<file path="config.mk">
export PLATFORM = sky130hd
export DESIGN_NAME = instruction_fetch
export DESIGN_NICKNAME = d
export VERILOG_FILES = /design/src/rtl/fetch_pkg.sv /design/src/rtl/fetch_fifo.sv /design/src/rtl/instruction_fetch.sv
export SDC_FILE = /design/constraint.sdc
export NUM_CORES = 1
export LEC_CHECK = 0
export CAP_MARGIN = 0
export CORE_UTILIZATION = 58
export CTS_BUF_LIST = sky130_fd_sc_hd__clkbuf_8
export CTS_CLUSTER_SIZE = 24
export DETAILED_ROUTE_END_ITERATION = 8
export PLACE_DENSITY = 0.88
export SYNTH_ARGS = -nofsm -noshare
export SYNTH_HDL_FRONTEND = slang
export SYNTH_HIERARCHICAL = 1
export SYNTH_SLANG_ARGS = --single-unit
export TNS_END_PERCENT = 10
</file>
<file path="constraint.sdc">
create_clock -name i_clk -period 11.6 [get_ports i_clk]
set_input_delay 2.9 -clock i_clk [delete_from_list [all_inputs] [get_ports i_clk]]
set_output_delay 2.9 -clock i_clk [all_outputs]
set_load 0.03 [all_outputs]
</file>
<file path="src/rtl/fetch_pkg.sv">
// Shared types and constants for the instruction fetch unit.
package fetch_pkg;

  typedef enum logic [1:0] {
    IDLE = 2'd0,
    BUSY = 2'd1,
    DROP = 2'd2
  } fetch_state_e;

  localparam int unsigned PC_STEP = 4;

endpackage

</file>
<file path="src/rtl/fetch_fifo.sv">
// In-order fetch buffer with synchronous flush; pointers wrap modulo DEPTH.
module fetch_fifo #(
  parameter int unsigned width = 64,
  parameter int unsigned DEPTH = 2,
  localparam int unsigned PtrW = (DEPTH > 1) ? $clog2(DEPTH) : 1,
  localparam int unsigned CntW = $clog2(DEPTH + 1)
) (
  input  logic              i_clk,
  input  logic              i_rst_n,
  input  logic              i_push,
  input  logic              i_pop,
  input  logic              i_flush,
  input  logic [width-1:0]  i_wdata,
  output logic [width-1:0]  o_rdata,
  output logic              o_full,
  output logic              o_empty,
  output logic [CntW-1:0]   o_count
);

  logic [width-1:0] r_mem [DEPTH];
  logic [PtrW-1:0]  r_wr_ptr, r_rd_ptr;
  logic [PtrW-1:0]  w_wr_ptr_nxt, w_rd_ptr_nxt;
  logic [CntW-1:0]  r_count;
  logic             w_do_push, w_do_pop;

  assign w_do_push = i_push & ~o_full;
  assign w_do_pop  = i_pop & ~o_empty;

  // Explicit wrap so non-power-of-two depths stay in range.
  assign w_wr_ptr_nxt = (r_wr_ptr == PtrW'(DEPTH - 1)) ? '0 : r_wr_ptr + PtrW'(1);
  assign w_rd_ptr_nxt = (r_rd_ptr == PtrW'(DEPTH - 1)) ? '0 : r_rd_ptr + PtrW'(1);

  always_ff @(posedge i_clk or negedge i_rst_n) begin
    if (!i_rst_n) begin
      r_wr_ptr <= '0;
      r_rd_ptr <= '0;
      r_count  <= '0;
    end else if (i_flush) begin
      r_wr_ptr <= '0;
      r_rd_ptr <= '0;
      r_count  <= '0;
    end else begin
      if (w_do_push) r_wr_ptr <= w_wr_ptr_nxt;
      if (w_do_pop)  r_rd_ptr <= w_rd_ptr_nxt;
      case ({w_do_push, w_do_pop})
        2'b10:   r_count <= r_count + CntW'(1);
        2'b01:   r_count <= r_count - CntW'(1);
        default: r_count <= r_count;
      endcase
    end
  end

  always_ff @(posedge i_clk) begin
    if (w_do_push && !i_flush) r_mem[r_wr_ptr] <= i_wdata;
  end

  assign o_rdata = r_mem[r_rd_ptr];
  assign o_full  = (r_count == CntW'(DEPTH));
  assign o_empty = (r_count == '0);
  assign o_count = r_count;

endmodule

</file>
<file path="src/rtl/instruction_fetch.sv">
// Instruction fetch: issues memory requests, buffers returned words and handles
// branch redirects, discarding words from requests issued before the redirect.
module instruction_fetch
  import fetch_pkg::*;
#(
  parameter int unsigned     bus      = 32,
  parameter logic [bus-1:0]  RESET_PC = '0,
  parameter int unsigned     DEPTH    = 2
) (
  input  logic            i_clk,
  input  logic            i_rst_n,
  output logic            o_imem_req,
  output logic [bus-1:0]  o_imem_addr,
  input  logic            i_imem_ack,
  input  logic [31:0]     i_imem_rdata,
  output logic [31:0]     o_instruction,
  output logic [bus-1:0]  o_pci,
  output logic            o_instr_valid,
  input  logic            i_dec_ready,
  input  logic            i_branch_take,
  input  logic [bus-1:0]  i_branch_target
);

  localparam int unsigned CntW   = $clog2(DEPTH + 1);
  localparam int unsigned EntryW = 32 + bus;
  localparam logic [CntW-1:0] DepthC = CntW'(DEPTH);

  fetch_state_e      r_state, w_state_nxt;
  logic [bus-1:0]    r_fetch_pc, w_fetch_pc_nxt;
  logic [bus-1:0]    r_req_addr, w_req_addr_nxt;
  logic              w_push, w_pop;
  logic              w_full, w_empty;
  logic [CntW-1:0]   w_count, w_count_after_pop, w_count_post;
  logic [EntryW-1:0] w_head;

  // Branch overrides push/pop; the fifo flush carries the redirect.
  assign w_pop  = ~w_empty & i_dec_ready & ~i_branch_take;
  assign w_push = (r_state == BUSY) & i_imem_ack & ~i_branch_take & ~w_full;

  assign w_count_after_pop = w_count - CntW'(w_pop);
  assign w_count_post      = w_count_after_pop + CntW'(w_push);

  fetch_fifo #(
    .width (EntryW),
    .DEPTH (DEPTH)
  ) u_fifo (
    .i_clk   (i_clk),
    .i_rst_n (i_rst_n),
    .i_push  (w_push),
    .i_pop   (w_pop),
    .i_flush (i_branch_take),
    .i_wdata ({i_imem_rdata, r_fetch_pc}),
    .o_rdata (w_head),
    .o_full  (w_full),
    .o_empty (w_empty),
    .o_count (w_count)
  );

  always_ff @(posedge i_clk or negedge i_rst_n) begin
    if (!i_rst_n) begin
      r_state    <= IDLE;
      r_fetch_pc <= RESET_PC;
      r_req_addr <= RESET_PC;
    end else begin
      r_state    <= w_state_nxt;
      r_fetch_pc <= w_fetch_pc_nxt;
      r_req_addr <= w_req_addr_nxt;
    end
  end

  always_comb begin
    w_state_nxt = r_state;
    unique case (r_state)
      IDLE: begin
        if (i_branch_take || (w_count_after_pop < DepthC)) w_state_nxt = BUSY;
      end
      BUSY: begin
        if (i_branch_take) begin
          w_state_nxt = i_imem_ack ? BUSY : DROP;
        end else if (i_imem_ack) begin
          w_state_nxt = (w_count_post < DepthC) ? BUSY : IDLE;
        end
      end
      DROP: begin
        if (i_imem_ack) w_state_nxt = BUSY;
      end
      default: w_state_nxt = IDLE;
    endcase
  end

  always_comb begin
    w_fetch_pc_nxt = r_fetch_pc;
    if (i_branch_take) begin
      w_fetch_pc_nxt = i_branch_target;
    end else if (w_push) begin
      w_fetch_pc_nxt = r_fetch_pc + bus'(PC_STEP);
    end
    // Freezes the in-flight address once a redirect turns it into a dropped request.
    w_req_addr_nxt = (r_state == DROP) ? r_req_addr : r_fetch_pc;
  end

  always_comb begin
    o_imem_req    = (r_state != IDLE);
    o_imem_addr   = (r_state == DROP) ? r_req_addr : r_fetch_pc;
    o_instr_valid = ~w_empty;
    o_instruction = w_empty ? 32'h0 : w_head[EntryW-1 -: 32];
    o_pci         = w_empty ? '0 : w_head[bus-1:0];
  end

endmodule

</file>
======== Word-level counts from Yosys, hierarchy flattened ========
Memories as Yosys holds them, arrays and structs flattened.
Index checks and enable logic that the tools add are counted.
operators by class
  add/subtract/negate cells ............... 7
  multiply operators ...................... 0
  divide/modulo/power cells ............... 0
  magnitude comparators ................... 2
  equal/unequal tests ..................... 8
  shifts and indexed selects .............. 0
  mux-type cells .......................... 22
  bitwise gates (word level) .............. 10
  reduce and logical (&&, ||, !) cells .... 11
operators by type and width
  operator                 number
  $mux W32                 5
  $add A32 B3 Y32 const B  1
  $mux W2                  6
  $mux W1                  9
  $reduce_bool A2 Y1       4
  $and A1 B1 Y1            7
  $eq A2 B2 Y1 const B     3
  $pmux W2 S3              1
  $eq A2 B1 Y1 const B     2
  $logic_not A2 Y1         2
  $lt A2 B2 Y1 const B     2
  $ne A2 B2 Y1 const B     2
  $pmux W2 S2              1
  $ne A3 B3 Y1 const B     1
  $not A1 Y1               3
  $reduce_and A3 Y1        1
  $reduce_bool A3 Y1       1
  $add A1 B1 Y1 const B    2
  $add A2 B1 Y2            1
  $add A2 B1 Y2 const B    1
  $sub A2 B1 Y2            1
  $sub A2 B1 Y2 const B    1
  $logic_and A1 B1 Y1      1
  $logic_not A1 Y1         1
  $logic_or A1 B1 Y1       1
storage, ports and cells
  flip-flop bits (word level) ............. 70
  latch bits .............................. 0
  bits in writable memories ............... 128
  ROM bits ................................ 0
  input bits .............................. 69
  output and inout bits ................... 98
  word-level logic and storage cells ...... 67
  memories ................................ 1
memory list
  name          words  bits a word  rd ports  clocked after Yosys merged registers in  wr ports  RTL line          text
  u_fifo.r_mem  2      64           1         0                                        1         fetch_fifo.sv:20  logic [width-1:0] r_mem [DEPTH];

======== Depth between registers and ports, before layout ========
Gate-level depths: netlist of run 1.
  depth after elaboration ................. 11
  mapped depth ............................ 8
  gate-level depth less buffers ........... 7

======== Cells and area by module ========
The synthesis of run 1 kept the hierarchy.
by module, submodules not included
  module             times used  cells an instance  area an instance (µm²)  seq. area each (µm²)
  fetch_fifo         1           224                4819.6                  3943.8
  instruction_fetch  1           377                3661.0                  1651.6

======== Worst setup path after synthesis of run 1 ========
OpenSTA, ideal clock, no wires.
  path type ............................... input to register
  from .................................... in i_branch_take
  to ...................................... mem u_fifo.r_mem[1][0], enable pin
  setup time .............................. 0.578 ns
  arrival time ............................ 8.399 ns
  data required time ...................... 11.022 ns
  setup slack ............................. 2.623 ns
  cell stages on the path ................. 5
  buffers on the path ..................... 2
  cell sequence ........................... clkbuf_1 -> clkbuf_1 -> nor2_1 -> nand2b_1 -> nor3b_1
between the ends
  longest elaborated chain between the ends .. 7
  elaborated cells between the ends (all ways) .. 8
  classes of those cells .................. mux: 2; bitwise: 4; reduce/logical: 2
ends and longest elaborated chain
  item                           RTL line                 text
  start: declaration             instruction_fetch.sv:20  input logic i_branch_take,
  $not A1 Y1                     instruction_fetch.sv:38  assign w_push = (r_state == BUSY) & i_imem_ack & ~i_branch_take & ~w_full;
  $and A1 B1 Y1 (2 in a row)     instruction_fetch.sv:38
  via w_push                     instruction_fetch.sv:31  logic w_push, w_pop;
  $and A1 B1 Y1                  fetch_fifo.sv:26         assign w_do_push = i_push & ~o_full;
  $logic_and A1 B1 Y1            fetch_fifo.sv:54         if (w_do_push && !i_flush) r_mem[r_wr_ptr] <= i_wdata;
  $mux W1                        fetch_fifo.sv:54
  $mux W1 (implied by the code)  fetch_fifo.sv:54
  end: declaration               fetch_fifo.sv:20
The timed path passes the listed nets, and every way through them passes these cells.

======== Worst setup path after layout of run 1 ========
  from .................................... reg u_fifo.r_rd_ptr
  to ...................................... out o_pci[13]
between the ends
  longest elaborated chain between the ends .. 2
ends and longest elaborated chain
  item                      RTL line                  text
  start: declaration        fetch_fifo.sv:21          logic [PtrW-1:0] r_wr_ptr, r_rd_ptr;
  start signal: assignment  fetch_fifo.sv:44          if (w_do_pop) r_rd_ptr <= w_rd_ptr_nxt;
  $mem_v2 Z2 W64            -
  via w_head[13]            instruction_fetch.sv:34   logic [EntryW-1:0] w_head;
  $mux W32                  instruction_fetch.sv:107  o_pci = w_empty ? '0 : w_head[bus-1:0];
  end: declaration          instruction_fetch.sv:17   output logic [bus-1:0] o_pci,
The timed path passes the listed nets, and every way through them passes these cells.

==> results of run 1 <==
[worst max path at each step]
stage | from | endpoint | slack [ns] | cells past startpoint
global route | u_fifo/r_rd_ptr | o_pci[13] | 5.64 | 4
global placement | i_branch_take | r_state[0] | 6.00 | 7
detailed placement | i_branch_take | r_state[0] | 5.83 | 7
CTS | u_fifo/r_rd_ptr | o_pci[13] | 5.72 | 4
floorplan | i_branch_take | u_fifo/r_mem[1][0] | 2.62 | 5
finish | u_fifo/r_rd_ptr | o_pci[13] | 5.77 | 4
[registers in the layout, indices dropped and copies added, names as in the netlist]
register and count:
u_fifo/r_rd_ptr 1, r_fetch_pc 32, u_fifo/o_count 2, u_fifo/r_wr_ptr 1, r_state 2, r_req_addr 32, u_fifo/r_mem 128
[Yosys cell counts, types with 5 or more instances]
cell type	number
a31oi_1	13
buf_2	11
clkbuf_1	21
dfrtp_1	70
edfxtp_1	128
inv_1	6
mux2_1	11
mux2_2	85
nand2_1	32
nand3_1	18
nand4_1	10
nor2_1	21
nor2b_1	67
nor3_1	5
o21ai_0	22
o31ai_1	11
or4_1	15
xnor2_1	6
xor2_1	7
[logic make-up after synthesis]
kind of cell / Yosys count
buffers and inverters: 40
and+or+nand+nor: 194
xor gates and xnor gates: 13
adders and majority gates: 2
AOI/OAI and AO/OA: 57
muxes: 97
DFF: 198
[metal layers]
metal,vias up,GRT usage
li1,2542,-
met1,2701,0.325
met2,249,0.425
met3,29,0.0494
met4,0,0.101
met5,-,0
[cell usage in the layout, fill, tap and decap left out, drive strengths merged, types with 2 or more instances in the layout]
cell           synthesis  layout
nor4                   3       3
a21oi                  2       2
inv                    7       8
or4b                   2       2
mux2                  96      96
edfxtp               128     128
nor2                  21      21
xor2                   7       7
o31ai                 11      11
clkbuf                21      17
a31oi                 13      13
xnor2                  6       6
or2                    2       2
nor2b                 67      67
or3                    2       2
nand2                 32      32
nor3                   5       5
clkinv                 0       8
clkinvlp               0       3
nand4                 11      11
ha                     2       2
and4                   6       6
or4                   15      15
o211ai                 3       3
o21ai                 22      22
a22oi                  2       2
clkdlybuf4s50          0     164
buf                   12       8
nand3                 18      18
and3                   4       4
dfrtp                 70      70
bufinv                 0       3
[report_power, final]
| part | total, W | switching, W | leakage (nW) | internal (W) |
|---|---|---|---|---|
| clock network | 0.000444 | 0.000234 | 0.195 | 0.000210 |
| registers | 0.000828 | 0.0000335 | 1.98 | 0.000794 |
| logic | 0.000254 | 0.000142 | 1.48 | 0.000112 |
[layout make-up]
cell class              instances  share of cell area
repair buffers                172               0.159
diodes                          1            0.000234
well taps                     180              0.0211
clock buffers                  17              0.0219
clock inverters                15              0.0153
flip-flops and latches        198               0.524
inverters                       7             0.00246
multi-input cells             363               0.256
[per-stage QoR]
step / cells / worst slack, ns / hold slack, ns / util / cell area [um^2]
2_1_floorplan: 601 / 2.62 / 0.456 / - / 8480
3_3_place_gp: 920 / 6.00 / 0.474 / 0.730 / 10300
3_5_place_dp: 920 / 5.83 / 0.481 / 0.730 / 10300
4_1_cts: 952 / 5.72 / 0.503 / 0.758 / 10700
5_1_grt: 952 / 5.64 / 0.523 / 0.758 / 10700
6_report: 953 / 5.77 / 0.501 / 0.758 / 10700
==> run summary, run 1 <==
Status - complete, no violations
Starting DRC count in detailed routing - 459
Worst-path cell chain - buf_4, mux2_2, nor2b_1, clkdlybuf4s50_1
Met3 wire length - 1.13 mm
Initial DRT Pass Iterations - 6
Post-Synth Adder-Cell Area - 0.00295
FF+latch area - 5600 um^2
Initial antenna violation count - 1
Clock Skew - 0.0112 ns
Post-Synthesis Cell Area - 8480 um^2
Worst hold path class - flop to flop
Ys flop type - edfxtp_1
Mux contribution to synthesized area - 0.129
Final period util - 0.502
CTS H-tree lvls - 4
Top-Level Pins - 167
Pwr Total - 0.00153 W
Setup CP Type - flop to output port
Hold Crit Start - r_req_addr[19]
CTS Buf Count - 17
Maximum achievable frequency - 172 MHz
Max-cap violation count - 0
Yosys cell types - 44
Simple-Gate Fraction of Synth Area - 0.133
RR Endpoint - r_state[0]
Worst r2r src - u_fifo/o_count[0]
Area of the core - 14,100 um^2
Chip Width - 123 um
Worst-skew pair later-pin latency - 0.48 ns
PD cells - 143 nW/um^2
Worst-path clk slew - 0.10 ns
Post-CTS Setup Bufs - 0
FILL cells - 880
Largest net degree at the start of global routing - 71
Post-CTS Resized - 0
GP Congestion - 0.846
Routed vias - 5,521
Clock sink count - 198
Fin crit period - 5.83 ns
Leak - 3.65 nW
XOR/XNOR Fraction of Synth Area - 0.0134
Nets@finish - 830
Global-route wire length before repair - 28.5 mm
Pins over their slew limit - 0
CP startpoint kind - flop
GRT Util Overall - 0.253
Routed met1 length - 7.39 mm
Synth Area in Compound Gates - 0.0420
ANT nets after route - 0
Detailed Route WL - 18.0 mm
Register bit total from synthesis - 198
Setup TNS - 0 ns
EDFF count, synth - 128
Post-Synthesis Cells - 601
CTS tree - done
Slowest CP cell - dfrtp_2
Final Hold Vio Count - 0
Max-Slew Margin vs Limit - 0.343
DRC - 0
Max layer used - met4
Starting density of the core - 0.602
Met2 Wirelength - 9.11 mm
Ys Warns - 6
Hold-fix buffers, CTS - 0
CP delay by family, top - buffers and inverters
Asr flop ratio synth - 0.354
Crit path DAT - 2.93 ns
WL per Instance - 18.8 um
Setup crit end kind - output port
Area leader, netlist - edfxtp_1
Post-DR vias/cell - 5.79
Area added between synthesis and finish - 26.0%
WP buf/inv - 2
PortBufs - 166
Row cnt - 43
Hold EP - r_req_addr[19]
Avg Synthesized Cell Area - 14.1 um^2
Syn nets - 672
Die Y - 123 um
Post-synth top area share - 0.453
Vias in the first global route - 5,577
RSZ-0062 raised after global routing - false
CTS max path bufs - 2
Worst R2R Setup Slack - 8.64 ns
Top post-synthesis cells by area - edfxtp_1, dfrtp_1, mux2_2
Seq/Total Area, Yosys - 0.660
Min-Delay Path Depth - 1
Critical Path Fanout Max - 48
GRT overflow - 0
Cells on worst reg2reg path - 8
Largest family of logic cells by synthesized area - simple AND/OR/NAND/NOR gates
VDD IR-drop max - 0.0973 mV
CTS root buf - clkbuf_8
Endpoints failing setup - 0
Share of cells above drive strength 1 - 0.172
DIE AREA - 15,100 um^2
Hpwl dp - 11.8 mm
Req. time, crit path - 8.70 ns
Worst path max stage delay - 0.62 ns
Worst slew pin tran - 0.983 ns
Multi-input logic area - 2740 um^2
Power figures use the tool's default switching activity.
==> run 2: changes to the inputs <==
Settings changed: CORE_UTILIZATION 58 to 48, PLACE_DENSITY 0.88 to 0.78.
Clock period 11.6 ns to 4.9 ns, I/O delays scaled along.
==> run 2 against run 1 <==
Register-to-register slack worse by 6.7 ns. Via count down 1.3%. Combinational power grew 140%. Final cell count increased by 5.0%. Power is 140% higher. Non-clock buffer count increased by 4. Routed wire length up 0.85%. Die area is 20% higher. First-iteration DRC count down 15%. Worst hold slack improved by 0.0024 ns. Final area up 0.90%. Critical path type unchanged. Largest power group unchanged.
==> run summary, run 2 (synthesized netlist as in run 1, its figures left out) <==
Status - complete, no violations
GRT overflow - 0 (unchanged)
Starting density of the core - 0.490 (-0.111)
Req. time, crit path - 3.67 ns (-5.03 ns)
Nets@finish - 834 (+0.48%)
Routed met1 length - 8.00 mm (+8.4%)
Worst-path clk slew - 0.09 ns (about the same)
Worst slew pin tran - 0.915 ns (-0.0684 ns)
Share of cells above drive strength 1 - 0.177 (+0.00427)
Ant diodes - 0 (-1)
Worst r2r src - u_fifo/o_count[1]
Worst path max stage delay - 0.69 ns (+0.07 ns)
Top-Level Pins - 167 (unchanged)
Number of flip-flops in the largest register - 128 (unchanged)
Hold_ws - 0.503 ns (+0.00240 ns)
Post-Layout Cell Count - 1,001 (+5.0%)
Initial antenna violation count - 0 (-1)
Pwr Total - 0.00360 W (+140%)
Chip Width - 135 um (+9.8%)
Leak - 3.69 nW (+0.87%)
Inst Count DP - 969 (+5.3%)
Hold EP - r_req_addr[26]
RSZ-0062 raised after global routing - false
Commonest non-fill, non-tap cells in the layout - clkdlybuf4s50_1, edfxtp_1, mux2_2
WP buf/inv - 2 (unchanged)
Global-route wire length before repair - 28.6 mm (+0.24%)
Post-CTS Resized - 0 (unchanged)
Maximum achievable frequency - 245 MHz
FILL cells - 1,293 (+47%)
Post-DR vias/cell - 5.44 (-6.1%)
Placed Area - 10,400 um^2 (+0.96%)
Setup CP Type - flop to output port
VDD IR-drop max - 0.176 mV (+81%)
Vias in the first global route - 5,563 (-0.25%)
CP startpoint kind - flop
Initial DRT Pass Iterations - 4 (-2)
WL per Instance - 18.1 um (-4.0%)
Hpwl dp - 12.2 mm (+3.5%)
Post-route design area - 10,800 um^2 (+0.90%)
Worst R2R Setup Slack - 1.91 ns (-6.73 ns)
CTS max path bufs - 2 (unchanged)
Routed vias - 5,447 (-1.3%)
Row cnt - 48 (+12%)
ANT nets after route - 0 (unchanged)
Clock Skew - 0.0145 ns (+0.00327 ns)
Clock sink count - 198 (unchanged)
Dpl ws - 0.932 ns (-4.90 ns)
RR Endpoint - u_fifo/r_mem[1][33]
Min-Delay Path Depth - 1 (unchanged)
PortBufs - 166 (unchanged)
Pins over their slew limit - 0 (unchanged)
Final worst setup slack - 0.811 ns (-4.96 ns)
DIE AREA - 18,200 um^2 (+20%)
Post-CTS Setup Bufs - 0 (unchanged)
PD cells - 334 nW/um^2 (+130%)
Slowest CP cell - nor2b_4
CTS Buf Count - 17 (unchanged)
GP Congestion - 0.778 (-8.1%)
Hold Crit Start - r_req_addr[26]
Worst-skew pair later-pin latency - 0.45 ns (-0.03 ns)
Fin crit period - 4.09 ns
GRT Util Overall - 0.208 (-0.0449)
DRC - 0 (unchanged)
Worst hold path class - flop to flop
Crit path DAT - 2.86 ns (-0.07 ns)
Area of the core - 17,300 um^2 (+23%)
Cells on worst reg2reg path - 6 (-2)
Setup crit end kind - output port
Critical Path Fanout Max - 24 (-50%)
Worst-path cell chain - nor2b_4, buf_4, mux2_2, clkdlybuf4s50_1
Detailed Route WL - 18.1 mm (+0.85%)
CTS H-tree lvls - 4 (unchanged)
Most common cell after layout, fill and taps aside - clkdlybuf4s50_1
Endpoints failing setup - 0 (unchanged)
Max layer used - met4
Hold-fix buffers, CTS - 0 (unchanged)
CTS root buf - clkbuf_8
Max-cap violation count - 0 (unchanged)
Met3 wire length - 857 um (-24%)
CP delay by family, top - buffers and inverters
Biggest regs - u_fifo/r_mem x128, r_fetch_pc x32, r_req_addr x32
Die Y - 135 um (+9.8%)
Final period util - 0.834
CTS tree - done
Largest reg by FF count - u_fifo/r_mem
Final Hold Vio Count - 0 (unchanged)
Starting DRC count in detailed routing - 390 (-15%)
Max-Slew Margin vs Limit - 0.390 (+0.0470)
Largest net degree at the start of global routing - 71 (unchanged)
Area added between synthesis and finish - 27.1%
Met2 Wirelength - 9.07 mm (-0.46%)
==> run 2: changes by cell type in the layout (fill, tap and decap cells not counted), sizes merged <==
cell	previous run	this run
buf	8	12
clkinv	8	4
clkinvlp	3	4
diode	1	0
inv	8	11
==> run 2: routing by layer <==
layer,track usage,vias to the layer above
li1,-,2556
met1,0.276,2707
met2,0.346,168
met3,0.0375,16
met4,0.0693,0
met5,0,-
==> run 2: worst max-delay path by stage <==
stage	startpoint	endpoint	slack (ns)	cells after the start
after floorplan	i_branch_take	u_fifo/r_mem[0][0]	-0.14	5
after global placement	i_imem_ack	u_fifo/r_mem[1][60]	1.08	6
after detailed placement	i_imem_ack	u_fifo/r_mem[1][60]	0.93	6
after CTS	r_state[1]	o_imem_addr[30]	0.76	4
after global routing	r_state[1]	o_imem_addr[25]	0.69	4
final	r_state[1]	o_imem_addr[30]	0.81	4
==> run 2: final cells by class <==
type                            instances  area [um^2]  area share
Inverter                                7         26.3     0.00244
Timing Repair Buffer                  176         1730       0.160
Multi-Input combinational cell        363         2750       0.255
Sequential cell                       198         5600       0.519
Clock buffer                           17          234      0.0217
Tap cell                              225          282      0.0261
Clock inverter                         15          164      0.0152
==> run 2: per-stage QoR <==
step,utilization,TNS [ns]
3_5_place_dp,0.600,0
6_report,0.623,0
4_1_cts,0.623,0
5_1_grt,0.623,0
2_1_floorplan,-,-9.08
3_3_place_gp,0.600,0
==> run 2: power breakdown <==
group          switching (W)  total (W)  internal [W]
Clock               0.000539    0.00104      0.000498
Sequential         0.0000790    0.00196       0.00188
Combinational       0.000339   0.000606      0.000267
==> run 3: changes to the inputs <==
Clock period 4.9 ns to 3.7 ns, I/O delays scaled along.
==> run 3 against run 2 <==
Utilization grew 0.49 points. Critical path depth unchanged. Die area did not move. First-iteration DRC count fell by 25%. Clock-buffer cell count unchanged. Routed wire length down 1.6%. Final cell count grew 0.20%. Sequential cell count unchanged. Sequential share of layout area decreased by 0.41 points. Clock skew decreased by 0.0046 ns. Critical endpoint is now o_instruction[23]. Largest power group unchanged.
==> run summary, run 3 (synthesized netlist as in run 1, its figures left out) <==
Post-CTS Resized - 0 (unchanged)
Ant diodes - 0 (unchanged)
RSZ-0062 raised after global routing - false
Pwr Total - 0.00486 W (+35%)
Routed vias - 5,500 (+0.97%)
Worst-path cell chain - nor2_4, buf_4, nor2b_1, clkdlybuf4s50_1
Initial DRT Pass Iterations - 5 (+1)
Post-DR vias/cell - 5.48 (+0.77%)
Endpoints failing setup - 0 (unchanged)
Share of cells above drive strength 1 - 0.184 (+0.00726)
Nets@finish - 836 (+0.24%)
WL per Instance - 17.8 um (-1.8%)
Commonest non-fill, non-tap cells in the layout - clkdlybuf4s50_1, edfxtp_1, mux2_2
Largest reg by FF count - u_fifo/r_mem
Die Y - 135 um (unchanged)
Area of the core - 17,300 um^2 (unchanged)
Starting DRC count in detailed routing - 292 (-25%)
Maximum achievable frequency - 286 MHz
PortBufs - 166 (unchanged)
Final Hold Vio Count - 0 (unchanged)
Global-route wire length before repair - 27.9 mm (-2.1%)
WP buf/inv - 2 (unchanged)
PD cells - 447 nW/um^2 (+34%)
FILL cells - 1,290 (-0.23%)
Setup crit end kind - output port
CP delay by family, top - buffers and inverters
Critical Path Fanout Max - 30 (+25%)
Max-Slew Margin vs Limit - 0.386 (-0.00391)
Setup CP Type - flop to output port
GRT overflow - 0 (unchanged)
Setup TNS - 0 ns (unchanged)
Number of flip-flops in the largest register - 128 (unchanged)
Area added between synthesis and finish - 28.1%
Fin crit period - 3.50 ns
Max-cap violation count - 0 (unchanged)
Chip Width - 135 um (unchanged)
Row cnt - 48 (unchanged)
Slowest CP cell - clkdlybuf4s50_1
CP startpoint kind - flop
Hpwl dp - 11.9 mm (-2.1%)
CTS H-tree lvls - 4 (unchanged)
VDD IR-drop max - 0.215 mV (+22%)
CTS Buf Count - 17 (unchanged)
ANT nets after route - 0 (unchanged)
Top-Level Pins - 167 (unchanged)
Crit path DAT - 2.57 ns (-0.29 ns)
CTS root buf - clkbuf_8
Worst slew pin tran - 0.920 ns (+0.00586 ns)
CTS max path bufs - 2 (unchanged)
Worst path max stage delay - 0.60 ns (-0.09 ns)
Biggest regs - u_fifo/r_mem x128, r_fetch_pc x32, r_req_addr x32
Clock sink count - 198 (unchanged)
Hold-fix buffers, CTS - 0 (unchanged)
Status - complete, no violations
DIE AREA - 18,200 um^2 (unchanged)
Post-CTS Setup Bufs - 0 (unchanged)
Worst hold path class - flop to flop
Starting density of the core - 0.490 (unchanged)
Detailed Route WL - 17.8 mm (-1.6%)
Worst-skew pair later-pin latency - 0.46 ns (about the same)
Leak - 3.72 nW (+0.79%)
Clock Skew - 0.00994 ns (-0.00458 ns)
Initial antenna violation count - 0 (unchanged)
Worst-path clk slew - 0.10 ns (about the same)
GP Congestion - 0.821 (+5.6%)
Final period util - 0.945
Vias in the first global route - 5,452 (-2.0%)
DRC - 0 (unchanged)
GRT Util Overall - 0.203 (-0.00473)
CTS tree - done
Largest net degree at the start of global routing - 71 (unchanged)
Req. time, crit path - 2.77 ns (-0.90 ns)
Pins over their slew limit - 0 (unchanged)
Most common cell after layout, fill and taps aside - clkdlybuf4s50_1
run 3: cell types whose count changed in the layout (fill, tap and decap cells not counted):
cell        previous run  this run
inv_1                  9         6
nor2_4                 1         2
buf_12                 0         3
buf_4                 11        10
inv_6                  1         6
clkinvlp_4             3         0
nor2_1                20        19
clkinv_2               1         0
clkinv_4               2         3
inv_8                  0         1
run 3: per-stage QoR:
step / hold WS (ns) / worst slack [ns] / cells / util / instance area, um^2
2_1_floorplan: 0.456 / 0.00365 / 601 / - / 8510
3_3_place_gp: 0.475 / 0.722 / 971 / 0.604 / 10400
3_5_place_dp: 0.482 / 0.657 / 971 / 0.604 / 10400
4_1_cts: 0.507 / 0.164 / 1003 / 0.628 / 10900
5_1_grt: 0.523 / 0.0342 / 1003 / 0.628 / 10900
6_report: 0.503 / 0.205 / 1003 / 0.628 / 10900
run 3: where the power goes:
group	internal, W	leakage, nW	switching (W)
logic	0.000363	1.52	0.000447
registers	0.00249	1.98	0.000105
clock network	0.000685	0.212	0.000766
total	0.00354	3.72	0.00132
run 3: cell type report:
class	count	area (um^2)	share of cell area
well taps	225	282	0.0259
multi-input cells	363	2760	0.254
clock buffers	17	234	0.0215
clock inverters	15	189	0.0174
inverters	7	26.3	0.00242
flip-flops and latches	198	5600	0.515
repair buffers	178	1780	0.164
run 3: worst paths after layout:
| kind | from | slack [ns] | depth (start not counted) | endpoint |
|---|---|---|---|---|
| setup / recovery | u_fifo/o_count[0] | 0.20 | 4 | o_instruction[23] |
| hold / removal | r_req_addr[21] | 0.50 | 1 | r_req_addr[21] |
| min in group asynchronous | i_rst_n | 0.59 | 1 | r_req_addr[5] |
| setup reg to reg | u_fifo/o_count[0] | 1.29 | 7 | r_state[0] |
| max in group asynchronous | i_rst_n | 2.46 | 1 | u_fifo/r_rd_ptr |
| hold reg to reg | r_req_addr[21] | 0.50 | 1 | r_req_addr[21] |
run 3: metal layers:
metal	GRT usage	vias to the layer above	routed length, um
met4	0.0730	0	302
met3	0.0360	21	973
met1	0.265	2712	7790
li1	-	2562	-
met2	0.342	205	8760
met5	0	-	0
